### src/rtl/tow_pkg.sv
// Shared types for the tug-of-war field controller: game states and the
// encoding of the last-round winner.
package tow_pkg;

   typedef enum logic [1:0] {
      PLAY       = 2'd0,
      ROUND_OVER = 2'd1,
      MATCH_OVER = 2'd2
   } state_e;

   localparam logic [1:0] WIN_NONE = 2'b00;
   localparam logic [1:0] WIN_P1   = 2'b01;
   localparam logic [1:0] WIN_P2   = 2'b10;

endpackage

### src/rtl/tow_edge_detect.sv
// Rising-edge detector for W synchronised levels. History resets to all-ones
// so a level already high when reset releases never reads as a fresh press.
module tow_edge_detect #(
   parameter int W = 2
) (
   input  logic         clk_i,
   input  logic         reset_i,
   input  logic [W-1:0] level_i,
   output logic [W-1:0] rise_o
);

   logic [W-1:0] prev_q;
   logic [W-1:0] prev_d;

   always_comb begin
      prev_d = level_i;
   end

   always_ff @(posedge clk_i or posedge reset_i) begin
      if (reset_i) begin
         prev_q <= '1;
      end else begin
         prev_q <= prev_d;
      end
   end

   assign rise_o = level_i & ~prev_q;

endmodule

### src/rtl/tow_field_ctrl.sv
// Tug-of-war controller: moves a one-hot rope marker on each net button press,
// scores round wins and latches the end of the match until reset.
module tow_field_ctrl
   import tow_pkg::*;
#(
   parameter int NUM_LEDS   = 9,
   parameter int SCORE_W    = 3,
   parameter int MATCH_WINS = 3
) (
   input  logic                clk,
   input  logic                reset,
   input  logic                player1,
   input  logic                player2,
   input  logic                restart,
   output logic [NUM_LEDS-1:0] leds,
   output logic [1:0]          winner,
   output logic [SCORE_W-1:0]  score1,
   output logic [SCORE_W-1:0]  score2,
   output logic                match_over,
   output logic [1:0]          dbg_state_o
);

   localparam int                PW        = $clog2(NUM_LEDS);
   localparam logic [PW-1:0]     POS_C     = PW'((NUM_LEDS - 1) / 2);
   localparam logic [PW-1:0]     POS_MAX   = PW'(NUM_LEDS - 1);
   localparam logic [PW-1:0]     POS_MIN   = '0;
   localparam logic [SCORE_W-1:0] SCORE_WIN = SCORE_W'(MATCH_WINS);

   logic [1:0]         press;
   logic               p1_only;
   logic               p2_only;

   state_e             state_q,  state_d;
   logic [PW-1:0]      pos_q,    pos_d;
   logic [1:0]         winner_q, winner_d;
   logic [SCORE_W-1:0] score1_q, score1_d;
   logic [SCORE_W-1:0] score2_q, score2_d;

   tow_edge_detect #(
      .W (2)
   ) u_edge (
      .clk_i   (clk),
      .reset_i (reset),
      .level_i ({player2, player1}),
      .rise_o  (press)
   );

   // Simultaneous presses cancel, so only a lone press moves the rope.
   assign p1_only = press[0] & ~press[1];
   assign p2_only = press[1] & ~press[0];

   always_ff @(posedge clk or posedge reset) begin
      if (reset) begin
         state_q  <= PLAY;
         pos_q    <= POS_C;
         winner_q <= WIN_NONE;
         score1_q <= '0;
         score2_q <= '0;
      end else begin
         state_q  <= state_d;
         pos_q    <= pos_d;
         winner_q <= winner_d;
         score1_q <= score1_d;
         score2_q <= score2_d;
      end
   end

   always_comb begin
      state_d  = state_q;
      pos_d    = pos_q;
      winner_d = winner_q;
      score1_d = score1_q;
      score2_d = score2_q;
      unique case (state_q)
         PLAY: begin
            // Restart takes priority over any press on the same edge.
            if (restart) begin
               pos_d = POS_C;
            end else if (p1_only) begin
               if (pos_q == POS_MAX) begin
                  winner_d = WIN_P1;
                  score1_d = score1_q + SCORE_W'(1);
                  state_d  = (score1_d == SCORE_WIN) ? MATCH_OVER : ROUND_OVER;
               end else begin
                  pos_d = pos_q + PW'(1);
               end
            end else if (p2_only) begin
               if (pos_q == POS_MIN) begin
                  winner_d = WIN_P2;
                  score2_d = score2_q + SCORE_W'(1);
                  state_d  = (score2_d == SCORE_WIN) ? MATCH_OVER : ROUND_OVER;
               end else begin
                  pos_d = pos_q - PW'(1);
               end
            end
         end
         ROUND_OVER: begin
            if (restart) begin
               pos_d    = POS_C;
               winner_d = WIN_NONE;
               state_d  = PLAY;
            end
         end
         MATCH_OVER: begin
            state_d = MATCH_OVER;
         end
         default: begin
            state_d = PLAY;
         end
      endcase
   end

   always_comb begin
      leds        = '0;
      if (state_q == PLAY) begin
         leds = NUM_LEDS'(1) << pos_q;
      end
      winner      = winner_q;
      score1      = score1_q;
      score2      = score2_q;
      match_over  = (state_q == MATCH_OVER);
      dbg_state_o = state_q;
   end

endmodule

### config.mk
export PLATFORM = sky130hd
export DESIGN_NAME = tow_field_ctrl
export DESIGN_NICKNAME = d
export VERILOG_FILES = /design/src/rtl/tow_pkg.sv /design/src/rtl/tow_edge_detect.sv /design/src/rtl/tow_field_ctrl.sv
export SDC_FILE = /design/constraint.sdc
export NUM_CORES = 1
export LEC_CHECK = 0
export CAP_MARGIN = 0
export CELL_PAD_IN_SITES_DETAIL_PLACEMENT = 0
export CELL_PAD_IN_SITES_GLOBAL_PLACEMENT = 2
export CORE_MARGIN = 2
export CORE_UTILIZATION = 31
export CTS_BUF_LIST = sky130_fd_sc_hd__clkbuf_16
export DETAILED_ROUTE_END_ITERATION = 7
export PLACE_DENSITY_LB_ADDON = 0.1
export SLEW_MARGIN = 20
export SYNTH_ARGS = -nofsm -noshare
export SYNTH_HDL_FRONTEND = slang
export SYNTH_SLANG_ARGS = --single-unit
### constraint.sdc
create_clock -name clk -period 4.2 [get_ports clk]
set_clock_uncertainty 0.05 [all_clocks]
set_input_delay 1.26 -clock clk [delete_from_list [all_inputs] [get_ports clk]]
set_output_delay 1.26 -clock clk [all_outputs]
set_load 0.02 [all_outputs]
Word-level counts from Yosys, hierarchy flattened
Index checks and enable logic that the tools add are counted.
{"block": "word_totals", "reg_bits": 16, "latchBits": 0, "ramBits": 0, "rom_bits": 0, "input_bits": 5, "mem_count": 0}
{"block": "classes", "addsub": 4, "multipliers": 0, "div": 0, "magnitude_cmp": 0, "eq_ne": 13, "shift": 1, "mux": 23, "n_bitwise": 8, "reduce_logical": 8}
{"operator": "two-way mux 2 bit", "count": 13}
{"operator": "two-way mux 4 bit", "count": 6}
{"operator": "AND reduction 5 bit", "count": 3}
{"operator": "!= test 4 bit, second input constant", "count": 3}
{"operator": "two-way mux 9 bit", "count": 1}
{"operator": "!= test 3 bit, second input constant", "count": 3}
{"operator": "left shift 1 x 4 -> 9 bit, first input constant", "count": 1}
{"operator": "case mux 4 bit (2 select lines)", "count": 1}
{"operator": "adder 3 x 1 -> 3 bit, second input constant", "count": 2}
{"operator": "== test 3 x 2 -> 1 bit, second input constant", "count": 2}
{"operator": "case mux 2 bit (3 select lines)", "count": 1}
{"operator": "AND reduction 6 bit", "count": 1}
{"operator": "adder 4 x 1 -> 4 bit, second input constant", "count": 1}
{"operator": "== test 4 bit, second input constant", "count": 1}
{"operator": "logical NOT 4 bit", "count": 1}
{"operator": "!= test 2 bit, second input constant", "count": 2}
{"operator": "NOT 1 bit", "count": 4}
{"operator": "case mux 2 bit (2 select lines)", "count": 1}
{"operator": "AND reduction 4 bit", "count": 1}
{"operator": "subtractor 4 x 1 -> 4 bit, second input constant", "count": 1}
{"operator": "bitwise AND 1 bit", "count": 2}
{"operator": "bitwise AND 2 bit", "count": 1}
{"operator": "== test 2 x 1 -> 1 bit, second input constant", "count": 1}
{"operator": "== test 2 bit, second input constant", "count": 1}
{"operator": "3 further kinds", "count": 3}

Logic depth before layout (Yosys ltp)
{"block": "logic_depth", "depth_word": 8, "ltp_mapped": 11, "ltp_nobuf": 10}

Cells and area by module
From an unflattened synthesis, not the netlist that was laid out.
{"block": "hier_totals", "hier_cells": 130, "area_unflattened_um2": 1206.2}
{"module": "tow_field_ctrl", "instances": 1, "cells_each": 125, "area_each_um2": 1122.3}
{"module": "tow_edge_detect", "instances": 1, "cells_each": 5, "area_each_um2": 83.8}

Worst setup path before layout
Ideal clock, no wire load.
{"block": "synth_timing", "path_type": "register to output", "start": "register state_q[0], in the netlist dbg_state_o[0]", "end": "output leds[4]", "t_arrival_ps": 1794, "slack_ps": 1096, "path_stages_with_launch": 4, "path_buffers": 1, "path_cell_list": "dfrtp_1 -> buf_6 -> or4b_2 -> nor3_1"}
{"block": "synth_via", "elab_chain_cells": 2}
{"element": "from (decl)", "line": "tow_field_ctrl.sv:33", "source": "state_e state_q, state_d;"}
{"element": "from (signal assigned)", "line": "tow_field_ctrl.sv:60", "source": "state_q <= state_d;"}
{"element": "logical NOT 2 bit", "line": "tow_field_ctrl.sv:115", "source": "if (state_q == PLAY) begin"}
{"element": "two-way mux 9 bit", "line": "tow_field_ctrl.sv:115"}
{"element": "to (decl)", "line": "tow_field_ctrl.sv:15", "source": "output logic [NUM_LEDS-1:0] leds,"}
No other way between the ends.

Worst setup path in the final report
{"block": "layout_timing", "start": "register pos_q[3]", "end": "output leds[4]"}
{"block": "layout_via", "elab_chain_cells": 2}
{"element": "from (decl)", "line": "tow_field_ctrl.sv:34", "source": "logic [PW-1:0] pos_q, pos_d;"}
{"element": "from (signal assigned)", "line": "tow_field_ctrl.sv:61", "source": "pos_q <= pos_d;"}
{"element": "left shift 1 x 4 -> 9 bit", "line": "tow_field_ctrl.sv:116", "source": "leds = NUM_LEDS'(1) << pos_q;"}
{"element": "two-way mux 9 bit", "line": "tow_field_ctrl.sv:115"}
No other way between the ends.

==> impl_metrics.env <==
export IMPL_vias=899
export IMPL_cts_root_buf="clkbuf_16"
export IMPL_finish_net_count=158
export IMPL_yosysWarnings=0
export IMPL_place_inst=185
export IMPL_drtIter0Drc=41
export IMPL_place_congestion=0.777
export IMPL_clkTransAtPathRegs_ns=0.05
export IMPL_status="completed"
export IMPL_antenna_cells=0
export IMPL_critPathBufInv=1
export IMPL_ys_seq_area_share_pct=37.3
export IMPL_grt_pass1_wl_um=4200
export IMPL_path_class="flop to primary output"
export IMPL_powerDensity_nw_per_um2=649
export IMPL_syn_to_final_growth_pct=31.8
export IMPL_synthesis_area_um2=1080
export IMPL_drive_gt1_share_pct=9.79
export IMPL_rsz0062_at_grt="false"
export IMPL_fin_crit_ns=3.59
export IMPL_maxCapViolations=0
export IMPL_slew_headroom_pct=56.8
export IMPL_postCtsSetupBuffers=0
export IMPL_worstSkewPairLatency_ns=0.25
export IMPL_start_kind="flop"
export IMPL_dpl_hpwl_um=1780
export IMPL_critPathCaptureType="primary output"
export IMPL_wl_per_cell_um=12.6
export IMPL_dieArea_um2=3990
export IMPL_antenna_found_initial=0
export IMPL_htree_levels=1
export IMPL_pre_cts_ws_ns=0.544
export IMPL_setup_tns_ns=0
export IMPL_crit_slowest_cell="or4b_2"
export IMPL_max_slew_worst_pin_slew_ns=0.648
export IMPL_irDropWorstVdd_mv=0.224
export IMPL_overflow=0
export IMPL_initial_core_util_pct=32.5
export IMPL_r2r_end="pos_q[3]$_DFFE_PP0P_"
export IMPL_reg2reg_slack_ns=1.78
export IMPL_endpoint="leds[4]"
export IMPL_cp_max_fo=12
export IMPL_avgSynthCellArea_um2=9.04
export IMPL_hold_viol_final=0
export IMPL_whs_ns=0.457
export IMPL_setup_ws_ns=0.606
export IMPL_rows=21
export IMPL_synth_top_area_share_pct=30.0
export IMPL_clock_sinks=16
export IMPL_setup_violations=0
export IMPL_yosysTopAreaCell="dfrtp_1"
export IMPL_grt_pass1_vias=919
export IMPL_r2r_start="u_edge.prev_q[1]$_DFF_PP1_"
export IMPL_finalPower_w=0.000928
export IMPL_crit_path_max_incr_delay_ns=0.74
export IMPL_cp_depth=3
export IMPL_cts_hold_buffers_added=0
export IMPL_clk_path_buf_depth=2
export IMPL_routed_wl_um=2370
export IMPL_synth_nets=134
export IMPL_cts_buffers=3
export IMPL_worstPathRequired_ns=2.89
export IMPL_synth_edf_count=0
export IMPL_cts_tree="yes"
export IMPL_max_freq_ghz=0.278
export IMPL_async_flop_share_pct=100
export IMPL_viasPerCell=4.76
export IMPL_antenna_left=0
export IMPL_ios=25
export IMPL_die_h_um=63.2
export IMPL_core_um2=3340
export IMPL_cpLargestDelayFamily="simple AND/OR/NAND/NOR gates"
export IMPL_r2r_cells=9
export IMPL_grt_max_degree=17
export IMPL_die_w_um=63.2
export IMPL_arrival_ns=2.28
export IMPL_portBuffers=24
export IMPL_drc_errors=0
export IMPL_cts_resized=0
export IMPL_synthFlopType="dfrtp_1"
export IMPL_synthTopCellsByCount="dfrtp_1, nor2_1, nand2_1"
export IMPL_synth_cells=120
export IMPL_firstDrtPassIters=3
export IMPL_drv_slew=0
export IMPL_synth_seq_cells=16
export IMPL_final_cell_count_no_fill=189
export IMPL_leakage_nw=0.589
export IMPL_fin_crit_sh_pct=85.6
export IMPL_crit_chain="or4b_2 > nor3_1 > clkdlybuf4s50_1"
export IMPL_ys_types=34
export IMPL_synth_area_top_cells="dfrtp_1, ha_1, dfstp_2"
export IMPL_min_path_type="flop to flop"
export IMPL_yosysMostFrequentCell="dfrtp_1"
export IMPL_grt_util_all_layers_pct=13.3
export IMPL_worstSetupStartpoint="pos_q[3]$_DFFE_PP0P_"
[registers in the layout, summed over array words and instances, names as in the netlist]
register	flops
u_edge.prev_q	2
pos_q	4
score2	3
score1	3
winner	2
dbg_state_o	2
[per-stage QoR]
stage | utilization [%] | cell area, um2
2_1_floorplan | - | 1080
3_3_place_gp | 40.5 | 1350
3_5_place_dp | 40.5 | 1350
4_1_cts | 42.9 | 1430
5_1_grt | 42.9 | 1430
6_report | 42.9 | 1430
[layout make-up]
class	count	area, um2
clock buffers	3	75.1
clock inverters	1	3.75
fillers	357	1910
inverters	9	33.8
multi-input cells	90	616
flip-flops and latches	16	404
well taps	46	57.6
repair buffers	24	240
[worst register-to-register path, stage by stage (launching register included)]
cell and delay [ns]:
dfstp_2 0.50, nand2b_1 0.14, ha_1 0.41, inv_1 0.15, ha_1 0.34, inv_1 0.07
o21ai_0 0.18, o221a_2 0.21, a2bb2oi_1 0.15, o21ai_0 0.09
[where the power goes]
part / switching (W) / internal (W)
Combinational: 0.000224 / 0.000227
Sequential: 0.0000841 / 0.000203
Clock: 0.0000632 / 0.000127
[layout by cell type, fill, tap and decap left out, types with 2 or more instances in the layout]
cell type        synthesis  routed
dfstp_2                  3       3
nor2b_1                  3       3
inv_1                    9       9
nand3_1                  2       2
nand2_1                 10      10
a21oi_1                  5       5
nor3_1                   4       4
or2_2                    2       2
nand3b_1                 2       2
clkdlybuf4s50_1          0      24
a22o_1                   2       2
nor4_1                   2       2
xnor2_1                  8       8
nand2b_1                 5       5
o21ai_0                  9       9
nor2_1                  12      12
clkbuf_16                0       3
ha_1                     9       9
dfrtp_1                 13      13
[worst min-delay path by stage]
| stage | startpoint | endpoint | slack [ns] | cells past startpoint |
|---|---|---|---|---|
| after global routing | winner[0]$_DFFE_PP0P_ | winner[0]$_DFFE_PP0P_ | 0.49 | 1 |
| after detailed placement | winner[1]$_DFFE_PP0P_ | winner[1]$_DFFE_PP0P_ | 0.45 | 1 |
| final | winner[0]$_DFFE_PP0P_ | winner[0]$_DFFE_PP0P_ | 0.46 | 1 |
| after floorplan | pos_q[2]$_DFFE_PP1P_ | pos_q[2]$_DFFE_PP1P_ | 0.47 | 1 |
| after CTS | winner[1]$_DFFE_PP0P_ | winner[1]$_DFFE_PP0P_ | 0.46 | 1 |
| after global placement | winner[1]$_DFFE_PP0P_ | winner[1]$_DFFE_PP0P_ | 0.44 | 1 |
[routing by layer]
layer | global-route usage [%] | vias to the layer above | share of wire [%]
met5 | 0 | - | 0
met4 | 4.17 | 0 | 0.34
met3 | 2.14 | 2 | 2.7
met2 | 22.6 | 12 | 49
met1 | 17.1 | 423 | 48
li1 | - | 462 | -
[logic make-up (layout without fill, tap and decap cells)]
family	Yosys count	count (layout)	synth area share (%)
AND/OR/NAND/NOR	49	49	25.6
XOR/XNOR	8	8	6.46
AO/OA/AOI/OAI	24	24	14.3
adder cells (fa/ha/maj)	9	9	10.4
flip-flops	16	16	37.3
buffers and inverters	14	37	6.00
(Power assumes the default switching activity.)
